--- src/rtl/riscv_pkg.sv ---
// SoC-wide constants and types shared by the memory-mapped peripherals.
// Holds the UART transmitter's address map, FSM state type and STATUS bit positions.
package riscv_pkg;

  localparam logic [31:0] UART_TXDATA_ADDR = 32'h8000_0010;
  localparam logic [31:0] UART_STATUS_ADDR = 32'h8000_0014;

  typedef enum logic [1:0] {
    IDLE  = 2'd0,
    START = 2'd1,
    DATA  = 2'd2,
    STOP  = 2'd3
  } uart_tx_state_t;

  localparam int STAT_FULL    = 0;
  localparam int STAT_EMPTY   = 1;
  localparam int STAT_ACTIVE  = 2;
  localparam int STAT_OVF     = 3;
  localparam int STAT_CNT_LSB = 8;
  localparam int STAT_CNT_MSB = 12;

endpackage

--- src/rtl/sync_fifo.sv ---
// Single-clock FIFO with show-ahead read; count/full/empty are registered, 1-cycle push-to-count latency.
// A push while full is accepted only if a pop happens in the same cycle; otherwise it is ignored.
module sync_fifo #(
  parameter int WIDTH = 8,
  parameter int DEPTH = 16
) (
  input  logic                   clk,
  input  logic                   rst,
  input  logic                   push,
  input  logic [WIDTH-1:0]       wdata,
  input  logic                   pop,
  output logic [WIDTH-1:0]       rdata,
  output logic                   full,
  output logic                   empty,
  output logic [$clog2(DEPTH):0] count
);

  localparam int AW = $clog2(DEPTH);
  localparam logic [AW:0] FULL_CNT = DEPTH[AW:0];

  logic [WIDTH-1:0] mem [DEPTH];
  logic [AW-1:0]    wr_ptr;
  logic [AW-1:0]    rd_ptr;
  logic             do_push;
  logic             do_pop;

  assign do_pop  = pop & ~empty;
  assign do_push = push & (~full | do_pop);

  always_ff @(posedge clk) begin
    if (rst) begin
      wr_ptr <= '0;
      rd_ptr <= '0;
      count  <= '0;
    end else begin
      if (do_push) wr_ptr <= wr_ptr + 1'b1;
      if (do_pop)  rd_ptr <= rd_ptr + 1'b1;
      case ({do_push, do_pop})
        2'b10:   count <= count + 1'b1;
        2'b01:   count <= count - 1'b1;
        default: ;
      endcase
    end
  end

  // When full with a simultaneous pop, wr_ptr == rd_ptr: the old entry is read before it is overwritten.
  always_ff @(posedge clk) begin
    if (do_push) mem[wr_ptr] <= wdata;
  end

  assign rdata = mem[rd_ptr];
  assign full  = (count == FULL_CNT);
  assign empty = (count == '0);

endmodule

--- src/rtl/uart_tx_mmio.sv ---
// Store-driven 8N1 UART transmitter: a TXDATA store reaches the FIFO count next edge, start bit 2 edges later.
// No backpressure on stores: a store to a full FIFO is dropped and latches a sticky overflow flag.
module uart_tx_mmio
  import riscv_pkg::*;
#(
  parameter int CLK_FREQ_HZ = 10_000_000,
  parameter int BAUD        = 115200,
  parameter int FIFO_DEPTH  = 16
) (
  input  logic        clk,
  input  logic        rst,
  input  logic        sel,
  input  logic        we,
  input  logic        re,
  input  logic        addr,
  input  logic [7:0]  wdata,
  output logic [31:0] rdata,
  output logic        uart_tx,
  output logic        tx_busy
);

  localparam int DIV        = (CLK_FREQ_HZ + BAUD / 2) / BAUD;
  localparam int CW         = (DIV > 1) ? $clog2(DIV) : 1;
  localparam int DIV_LAST_I = DIV - 1;
  localparam logic [CW-1:0] DIV_LAST = DIV_LAST_I[CW-1:0];
  localparam int FW         = $clog2(FIFO_DEPTH) + 1;

  uart_tx_state_t state;
  logic [CW-1:0]  baud_cnt;
  logic [2:0]     bit_idx;
  logic [7:0]     shift;
  logic           overflow;

  logic           push_req;
  logic           pop;
  logic           bit_end;
  logic [7:0]     fifo_rdata;
  logic           full;
  logic           empty;
  logic [FW-1:0]  count;
  logic [31:0]    status;

  assign push_req = sel & we & ~addr;
  assign bit_end  = (baud_cnt == DIV_LAST);
  // Pop decisions look only at registered state, so a byte pushed this cycle waits one edge.
  assign pop      = ((state == IDLE) | ((state == STOP) & bit_end)) & ~empty;

  sync_fifo #(
    .WIDTH (8),
    .DEPTH (FIFO_DEPTH)
  ) u_fifo (
    .clk   (clk),
    .rst   (rst),
    .push  (push_req),
    .wdata (wdata),
    .pop   (pop),
    .rdata (fifo_rdata),
    .full  (full),
    .empty (empty),
    .count (count)
  );

  always_ff @(posedge clk) begin
    if (rst) begin
      state    <= IDLE;
      baud_cnt <= '0;
      bit_idx  <= '0;
      shift    <= '0;
    end else begin
      case (state)
        IDLE: begin
          if (pop) begin
            shift    <= fifo_rdata;
            baud_cnt <= '0;
            bit_idx  <= '0;
            state    <= START;
          end
        end
        START: begin
          if (bit_end) begin
            baud_cnt <= '0;
            state    <= DATA;
          end else begin
            baud_cnt <= baud_cnt + 1'b1;
          end
        end
        DATA: begin
          if (bit_end) begin
            baud_cnt <= '0;
            shift    <= {1'b0, shift[7:1]};
            bit_idx  <= bit_idx + 1'b1;
            if (bit_idx == 3'd7) state <= STOP;
          end else begin
            baud_cnt <= baud_cnt + 1'b1;
          end
        end
        STOP: begin
          if (bit_end) begin
            baud_cnt <= '0;
            if (pop) begin
              shift   <= fifo_rdata;
              bit_idx <= '0;
              state   <= START;
            end else begin
              state <= IDLE;
            end
          end else begin
            baud_cnt <= baud_cnt + 1'b1;
          end
        end
        default: state <= IDLE;
      endcase
    end
  end

  // Line level is re-timed from the current state so the pin is always a flop output.
  always_ff @(posedge clk) begin
    if (rst) begin
      uart_tx <= 1'b1;
    end else begin
      case (state)
        START:   uart_tx <= 1'b0;
        DATA:    uart_tx <= shift[0];
        default: uart_tx <= 1'b1;
      endcase
    end
  end

  always_ff @(posedge clk) begin
    if (rst) begin
      overflow <= 1'b0;
    end else if (push_req & full & ~pop) begin
      overflow <= 1'b1;
    end else if (sel & we & addr & wdata[STAT_OVF]) begin
      overflow <= 1'b0;
    end
  end

  always_comb begin
    status                            = '0;
    status[STAT_FULL]                 = full;
    status[STAT_EMPTY]                = empty;
    status[STAT_ACTIVE]               = (state != IDLE);
    status[STAT_OVF]                  = overflow;
    status[STAT_CNT_MSB:STAT_CNT_LSB] = 5'(count);
  end

  always_ff @(posedge clk) begin
    if (rst) begin
      rdata <= '0;
    end else if (sel & re) begin
      rdata <= addr ? status : 32'd0;
    end
  end

  assign tx_busy = (state != IDLE) | ~empty;

endmodule

--- config.mk ---
export PLATFORM = sky130hd
export DESIGN_NAME = uart_tx_mmio
export DESIGN_NICKNAME = d
export VERILOG_FILES = /design/src/rtl/riscv_pkg.sv /design/src/rtl/sync_fifo.sv /design/src/rtl/uart_tx_mmio.sv
export SDC_FILE = /design/constraint.sdc
export NUM_CORES = 1
export LEC_CHECK = 0
export BUFFER_PORTS_ARGS = -buffer_cell sky130_fd_sc_hd__buf_2
export CAP_MARGIN = 20
export CORE_ASPECT_RATIO = 1.1
export CORE_MARGIN = 3
export CORE_UTILIZATION = 38
export DETAILED_ROUTE_END_ITERATION = 10
export GPL_TIMING_DRIVEN = 1
export SYNTH_ARGS = -nofsm -noshare
export SYNTH_HDL_FRONTEND = slang
export SYNTH_SLANG_ARGS = --single-unit
--- constraint.sdc ---
create_clock -name clk -period 6.65 [get_ports clk]
set_input_delay 1.33 -clock clk [delete_from_list [all_inputs] [get_ports clk]]
set_output_delay 1.33 -clock clk [all_outputs]
set_load 0.01 [all_outputs]
==> impl_results.md, run 1 <==
- CP Data Required Time: 6.69 ns
- Final nets: 576
- PD cells: 358 mW/mm2
- Synth Area per Inst: 14.3 um2
- # hold bufs at CTS: 0
- H-tree depth: 4
- Status: complete, no violations
- Synthesis warning total: 0
- Startpoint types: primary input
- Switching share of power: 0.310
- HPWL Detailed: 9.55 mm
- LEAKAGE: 2.76 nW
- GPL Wtd Cong: 0.797
- Fmax: 295 MHz
- Clock share of power: 0.317
- Yosys reg bits: 176
- Top_reg_cell synth: edfxtp_1
- CTS Buf Count: 17
- Most common cell after layout, fill and taps aside: edfxtp_1
- Hold Path Class: flip-flop to flip-flop
- Arrival time at the worst endpoint: 3.43 ns
- First-pass detailed-route iteration total: 5
- Post-CTS sizing: 0
- Peak supply drop: 201 uV
- Total track usage: 0.138
- Area of the multi-input gates: 0.00240 mm2
- Die Area: 0.0215 mm2
- Max-cap check violation count: 0
- Fin crit period: 3.39 ns
- Crit end category: flip-flop
- Slowest CP cell: nor3_1
- DR vias: 4198
- Net switching power figure: 922 uW
- Core box area: 0.0193 mm2
- Remaining DRCs: 0
- Final Cycle Share: 0.510
- I/O pins: 48
- Inserted Diodes: 0
- CP Cell Sequence: buf_2 > nand3b_1 > a21oi_1 > nand2_1 > nor3_1
- Area grow syn2layout: 10.4%
- Logic pwr share: 0.247
- IO Port Bufs: 24
- Worst-Margin Slew: 0.982 ns
- Clock Tree Buf Depth: 2
- 1st-iter DRT viols: 339
- First-pass GRT wire length: 23.0 mm
- Drt via density: 5.20
- Utilization after layout: 0.431
- Share of cells above drive strength 1: 0.184
- Maximum number of pins on one net before global-route repair: 53
- Worst setup path category: primary input to flip-flop
- Max incr delay on CP: 0.80 ns
- Setup Fix Bufs, Post-CTS: 0
- Sequential area share after synthesis: 0.638
- Antenna violations before repair: 0
- Post-synth EDFFs: 128
- Synth cell types: 54
- WP buf/inv: 1
- Clock tree sinks: 176
- Final Max Slew Viols: 0
- Syn Inst Count: 528
- Cell Area, Synth: 0.00753 mm2
- Delay-heaviest family, CP: simple AND/OR/NAND/NOR gates
- Drt total wl: 14.4 mm
- CTS tree: yes
- Int Pwr: 2.05 mW
- Setup TNS: 0 ns
- Overflow after GRT: 0
- Final hold viol count: 0
- Post-detailed-route wirelength per cell: 17.8 um
- Worst Skew: 0.0116 ns
- Site Rows: 53
- Worst-Skew Late Latency: 0.42 ns
- Clk slew on worst S/H paths: 0.07 ns
- Root buffer cell: clkbuf_16
- Die Height: 154 um
- Post-synth ARST share: 0
- Endpoints failing setup: 0
- Register area: 0.00481 mm2
- Slew margin rel.: 0.340
- Most frequent cells in the layout: edfxtp_1, nor2_1, dfxtp_1
- Worst-path maximum fanout: 12
- Vias in the first global route: 4319
- Starting Density: 0.390
- Sequential share of power: 0.436
- Final ANT Viol Nets: 0
- Die Width: 140 um
- FILL cells: 1729
- RSZ-0062 raised after global routing: false
## cells in the mapped netlist (3+ instances only)
library cell | instances | area, um2
mux2_1 | 3 | 33.8
buf_4 | 27 | 203
clkbuf_1 | 14 | 52.6
xnor2_1 | 5 | 43.8
and2_1 | 3 | 18.8
o21ai_0 | 5 | 25.0
edfxtp_1 | 128 | 3840
a31oi_1 | 3 | 18.8
inv_1 | 17 | 63.8
a21oi_1 | 27 | 135
dfxtp_1 | 48 | 961
and3_1 | 4 | 25.0
buf_2 | 3 | 15.0
mux4_2 | 33 | 743
nand3_1 | 17 | 85.1
nand2_1 | 21 | 78.8
a22oi_1 | 19 | 143
ha_1 | 15 | 188
buf_6 | 4 | 45.0
nor2_1 | 56 | 210
nor3_1 | 13 | 65.1
nand3b_1 | 3 | 22.5
mux2i_1 | 4 | 40.0
nor4_1 | 3 | 18.8
a211oi_1 | 15 | 113
## worst paths after layout
kind | to | slack (ns) | startpoint | cells past startpoint
worst max-delay path | u_fifo.mem[2][2] | 3.26 | addr | 5
worst min-delay path | rdata[3] | 0.45 | rdata[3] | 2
worst max register to register | u_fifo.mem[2][2] | 3.59 | state[0] | 7
worst min register to register | rdata[3] | 0.45 | rdata[3] | 2
## flip-flops by register name (all words and copies together) (netlist names), named ones only
name,flops
u_fifo.mem,128
rdata,9
shift,8
baud_cnt,7
u_fifo.count,5
u_fifo.rd_ptr,4
u_fifo.wr_ptr,4
bit_idx,3
state,2
overflow,1
uart_tx,1
## worst min-delay path: cells and delay by family (launching register included)
kind / cells / cell delay, ns
flip-flops: 1 / 0.31
AND/OR/NAND/NOR: 1 / 0.05
AO/OA/AOI/OAI: 1 / 0.05
## metrics by stage
| step | hold WS, ns | instance area [um2] | power, mW | cells | setup WS (ns) |
|---|---|---|---|---|---|
| finish | 0.449 | 8310 | 2.97 | 807 | 3.26 |
| global route | 0.474 | 8310 | 3.15 | 807 | 3.00 |
| CTS | 0.454 | 8290 | 3.00 | 804 | 3.19 |
| detailed placement | 0.444 | 7730 | 2.06 | 772 | 2.75 |
| global placement | 0.439 | 7710 | 2.04 | 771 | 2.83 |
| floorplan | 0.435 | 7610 | 1.93 | 550 | 3.51 |
## cells by family (layout without fill, tap and decap cells)
family,count (synthesis),count (layout),share of synthesized area
flops,176,176,0.638
simple gates,135,135,0.0854
compound gates,85,85,0.0799
buf+inv,69,79,0.0547
mux,40,40,0.108
fa+ha+maj,15,15,0.0249
xor+xnor,7,7,0.00814
other cells,1,23,0.000498
## cell type report
| class | instances | area share |
|---|---|---|
| flip-flops and latches | 176 | 0.578 |
| inverters | 17 | 0.00768 |
| multi-input cells | 305 | 0.288 |
| well taps | 247 | 0.0372 |
| clock inverters | 14 | 0.0154 |
| repair buffers | 30 | 0.0214 |
| clock buffers | 18 | 0.0516 |
## power groups by stage
stage	Sequential (mW)	Combinational, mW	Clock (mW)
floorplan	1.28	0.649	0
global placement	1.33	0.703	0
detailed placement	1.32	0.739	0
CTS	1.30	0.744	0.962
global route	1.31	0.825	1.02
finish	1.30	0.736	0.942
## layer usage
layer | global-route usage | up-vias | wire [um]
met5 | 0 | - | 0
met3 | 0.0327 | 23 | 660
met1 | 0.178 | 2083 | 6380
li1 | - | 1994 | -
met4 | 0.0554 | 0 | 310
met2 | 0.226 | 98 | 7040
Note: power is estimated with default switching activity, not from simulation.
==> run 2, diff against run 1 <==
clock period = 3.4 ns   (was 6.65 ns; I/O delays follow)
==> impl_results.md, run 2 (synthesized netlist as in run 1, its figures left out) <==
- Die Area: 0.0215 mm2
- Final nets: 590
- Area grow syn2layout: 11.9%
- Peak supply drop: 413 uV
- Most frequent cells in the layout: edfxtp_1, nor2_1, dfxtp_1
- FF-to-FF End: u_fifo.count[4]
- I/O pins: 48
- Setup Fix Bufs, Post-CTS: 0
- Largest regs: u_fifo.mem: 128 flops, rdata: 9 flops, shift: 8 flops
- Top reg by flops: u_fifo.mem
- Final hold viol count: 0
- Hold Path End: rdata[3]
- Endpoints failing setup: 0
- Die Height: 154 um
- Overflow after GRT: 0
- Final ANT Viol Nets: 0
- Final Cycle Share: 0.818
- Vias in the first global route: 4245
- First-pass GRT wire length: 23.8 mm
- Status: complete, no violations
- # hold bufs at CTS: 0
- Share of cells above drive strength 1: 0.202
- Worst-Margin Slew: 0.805 ns
- Drt via density: 5.28
- CTS Buf Count: 17
- Max incr delay on CP: 0.35 ns
- Non-Filler Instances: 821
- Setup TNS: 0 ns
- FF-to-FF setup slack: 0.62 ns
- Post-CTS sizing: 0
- Max-cap check violation count: 0
- Remaining DRCs: 0
- CP Data Required Time: 3.70 ns
- Worst-Skew Late Latency: 0.42 ns
- CTS tree: yes
- Total track usage: 0.143
- Pre-CTS setup slack: 0.537 ns
- WP buf/inv: 1
- HPWL Detailed: 9.96 mm
- Worst Skew: 0.00878 ns
- Final Max Slew Viols: 0
- Startpoint types: flip-flop
- Hold Path Class: flip-flop to flip-flop
- Clk slew on worst S/H paths: 0.06 ns
- IO Port Bufs: 24
- Inserted Diodes: 0
- Delay-heaviest family, CP: simple AND/OR/NAND/NOR gates
- Placed insts: 789
- RSZ-0062 raised after global routing: false
- Fin crit period: 2.78 ns
- Worst R2R Start: baud_cnt[0]
- Crit-path most repeated cell: ha_1
- Antenna violations before repair: 0
- Clock Tree Buf Depth: 2
- Post-detailed-route wirelength per cell: 18.2 um
- Total power: 5.91 mW
- Worst r2r path cells: 11
- Arrival time at the worst endpoint: 3.09 ns
- Worst setup path category: flip-flop to flip-flop
- Slew margin rel.: 0.463
- Site Rows: 53
- Starting Density: 0.390
- Setup slack after layout: 0.619 ns
- Fmax: 360 MHz
- Crit path depth: 11
- Slowest CP cell: dfxtp_1
- Root buffer cell: clkbuf_16
- Hold Path Depth: 2
- Drt total wl: 14.9 mm
- Crit end category: flip-flop
- Die Width: 140 um
- Worst-path maximum fanout: 6
- LEAKAGE: 2.85 nW
- Clock tree sinks: 176
- CP Cell Sequence: inv_1 > ha_1 > and2_0 > a31o_2 > nand3_1 > xnor2_1 > ha_1 > nor2_1 > nand4_1 > a22oi_1 > mux2_1
- First-pass detailed-route iteration total: 5
- 1st-iter DRT viols: 368
- Max reg flops: 128
- Most common cell after layout, fill and taps aside: edfxtp_1
- PD cells: 701 mW/mm2
- GPL Wtd Cong: 0.856
- Core box area: 0.0193 mm2
- DR vias: 4337
- H-tree depth: 4
- Worst Hold Launch: rdata[3]
- Maximum number of pins on one net before global-route repair: 30
==> run 2: changes by cell type in the layout (fill, tap and decap cells not counted), sizes merged <==
cell / change
clkinv: -1
buf: +17
bufinv: +1
clkbuf: -2
clkinvlp: -1
==> run 2: per-stage QoR <==
stage / instance area (um2) / util / hold slack, ns
after detailed placement: 7850 / 0.407 / 0.443
after CTS: 8430 / 0.437 / 0.452
after global placement: 7850 / 0.407 / 0.439
after global routing: 8430 / 0.437 / 0.468
after floorplan: 7610 / - / 0.435
final: 8430 / 0.437 / 0.450
==> run 2: tightest hold or removal path: stages, from the launching register on <==
cell and delay (ns):
dfxtp_1 0.31, nand2_1 0.05, a21oi_1 0.05
==> run 2: layout make-up <==
class / instances / area [um2]
clock inverter: 13 / 150
clock buffer: 19 / 433
inverter: 17 / 63.8
multi-input combinational: 305 / 2400
tap: 247 / 309
sequential: 176 / 4810
fill: 1730 / 10900
timing repair buffer: 44 / 270
==> run 2: worst max path at each step <==
stage                      from                 to
finish              baud_cnt[0]    u_fifo.count[4]
detailed placement         addr  u_fifo.mem[10][3]
floorplan           baud_cnt[0]   u_fifo.mem[0][0]
global placement           addr  u_fifo.mem[10][1]
CTS                    state[0]    u_fifo.count[4]
global route           state[0]    u_fifo.count[2]
==> run 2: metal layers <==
metal / vias up / global-route usage / wire length [um]
met5: - / 0 / 0
met4: 0 / 0.0420 / 260
met3: 13 / 0.0373 / 615
met2: 113 / 0.230 / 7370
met1: 2188 / 0.192 / 6660
li1: 2023 / - / -
==> run 2: report_power, final <==
group	leakage, nW	switching (mW)	total (mW)	internal, mW
Combinational	1.03	0.864	1.45	0.590
Sequential	1.54	0.143	2.54	2.40
Clock	0.282	0.813	1.91	1.10
Total	2.85	1.82	5.91	4.09
==> run 3, diff against run 2 <==
clock period = 2.34 ns   (was 3.4 ns; I/O delays follow)
==> impl_results.md, run 3 (synthesized netlist as in run 1, its figures left out) <==
- Site Rows: 53
- Die Width: 140 um
- Post-detailed-route wirelength per cell: 18.6 um
- Inserted Diodes: 0
- Clock tree sinks: 176
- Die Height: 154 um
- Area grow syn2layout: 14.8%
- 1st-iter DRT viols: 285
- Non-Filler Instances: 838
- CTS tree: yes
- Hold Path Depth: 4
- DR vias: 4417
- I/O pins: 48
- Top reg by flops: u_fifo.mem
- Pre-CTS setup slack: 0.0169 ns
- Most common cell after layout, fill and taps aside: edfxtp_1
- Final Max Slew Viols: 0
- Remaining DRCs: 0
- Overflow after GRT: 0
- Int Pwr: 6.15 mW
- Worst setup path category: flip-flop to flip-flop
- Vias in the first global route: 4464
- Sequential share of power: 0.404
- Placed inst area: 0.00800 mm2
- PD cells: 1050 mW/mm2
- Placed insts: 806
- Utilization after layout: 0.448
- Status: complete, no violations
- Logic pwr share: 0.283
- Die Area: 0.0215 mm2
- CTS Buf Count: 17
- Drt total wl: 15.6 mm
- Hold_ws: 0.409 ns
- LEAKAGE: 2.95 nW
- Share of cells above drive strength 1: 0.247
- Total track usage: 0.147
- Drt via density: 5.27
- HPWL Detailed: 10.1 mm
- FILL cells: 1690
- Root buffer cell: clkbuf_16
- First-pass detailed-route iteration total: 5
- Most frequent cells in the layout: edfxtp_1, nor2_1, dfxtp_1
- Starting Density: 0.390
- Clk slew on worst S/H paths: 0.07 ns
- Final Cycle Share: 0.977
- Switching share of power: 0.320
- Peak supply drop: 528 uV
- Core box area: 0.0193 mm2
- Endpoints failing setup: 0
- Worst-Margin Slew: 0.810 ns
- Worst-path maximum fanout: 4
- Max reg flops: 128
- Clock share of power: 0.313
- Fmax: 438 MHz
- Arrival time at the worst endpoint: 2.60 ns
- Setup Fix Bufs, Post-CTS: 0
- Worst r2r path cells: 11
- IO Port Bufs: 24
- First-pass GRT wire length: 24.4 mm
- Clock Tree Buf Depth: 2
- Setup TNS: 0 ns
- CP Data Required Time: 2.65 ns
- Antenna violations before repair: 0
- # hold bufs at CTS: 0
- Worst Skew: 0.0122 ns
- Maximum number of pins on one net before global-route repair: 33
- H-tree depth: 4
- Net switching power figure: 2.89 mW
- GPL Wtd Cong: 0.779
- Slew margin rel.: 0.458
- Startpoint types: flip-flop
- Final Instance Area: 0.00865 mm2
- Fin crit period: 2.29 ns
- Largest regs: u_fifo.mem: 128 flops, rdata: 9 flops, shift: 8 flops
- Hold Path Class: primary input to flip-flop
- Final nets: 607
- Max-cap check violation count: 0
- Crit end category: flip-flop
- Final ANT Viol Nets: 0
- Total power: 9.04 mW
- Final hold viol count: 0
- Worst-Skew Late Latency: 0.43 ns
- Setup slack after layout: 0.0547 ns
## run 3: cell count changes in the layout (fill, tap and decap cells not counted), moves of 2 or more
cell,previous run,this run
buf_4,20,35
dfxtp_1,47,43
dfxtp_2,1,4
inv_8,2,5
buf_12,0,2
clkbuf_1,2,0
clkinv_4,2,0
clkinv_8,0,2
## run 3: worst max-delay path, cell delays in order, from the launching register on
cell     delay [ns]
dfxtp_1        0.34
inv_1          0.05
ha_1           0.17
and2_1         0.19
a31o_4         0.27
nand3_2        0.09
xnor2_1        0.08
ha_2           0.20
nor2_1         0.12
nand4_1        0.14
a22oi_2        0.19
mux2_1         0.34
## run 3: power by group through the flow
stage	registers, mW	logic [mW]	clock network [mW]
floorplan	3.65	1.84	0
global placement	3.68	2.40	0
detailed placement	3.69	2.45	0
CTS	3.64	2.50	2.89
global route	3.67	2.79	3.04
finish	3.65	2.56	2.83
## run 3: area by class of cell
type,count,area (um2),area share
Tap cell,247,309,0.0357
Timing Repair Buffer,61,423,0.0489
Multi-Input combinational cell,305,2440,0.282
Inverter,17,63.8,0.00738
Sequential cell,176,4810,0.557
Clock inverter,15,169,0.0195
Clock buffer,17,425,0.0492
## run 3: worst paths after layout
kind               start  slack, ns               to
max          baud_cnt[0]       0.05  u_fifo.count[4]
min                   we       0.41         overflow
max reg2reg  baud_cnt[0]       0.05  u_fifo.count[4]
min reg2reg    rdata[12]       0.45        rdata[12]
## run 3: what timing repair did
action	CTS	global route
pin swaps	0	1
gates cloned	0	0
resized for setup	5	11
endpoints found under the hold margin	0	0
setup endpoints to repair	1	3
## run 3: metal layers
metal	share of wire	vias up	global-route usage
met5	0	-	0
met4	0.018	0	0.0503
met3	0.058	17	0.0383
met2	0.50	137	0.240
met1	0.42	2200	0.191
li1	-	2063	-
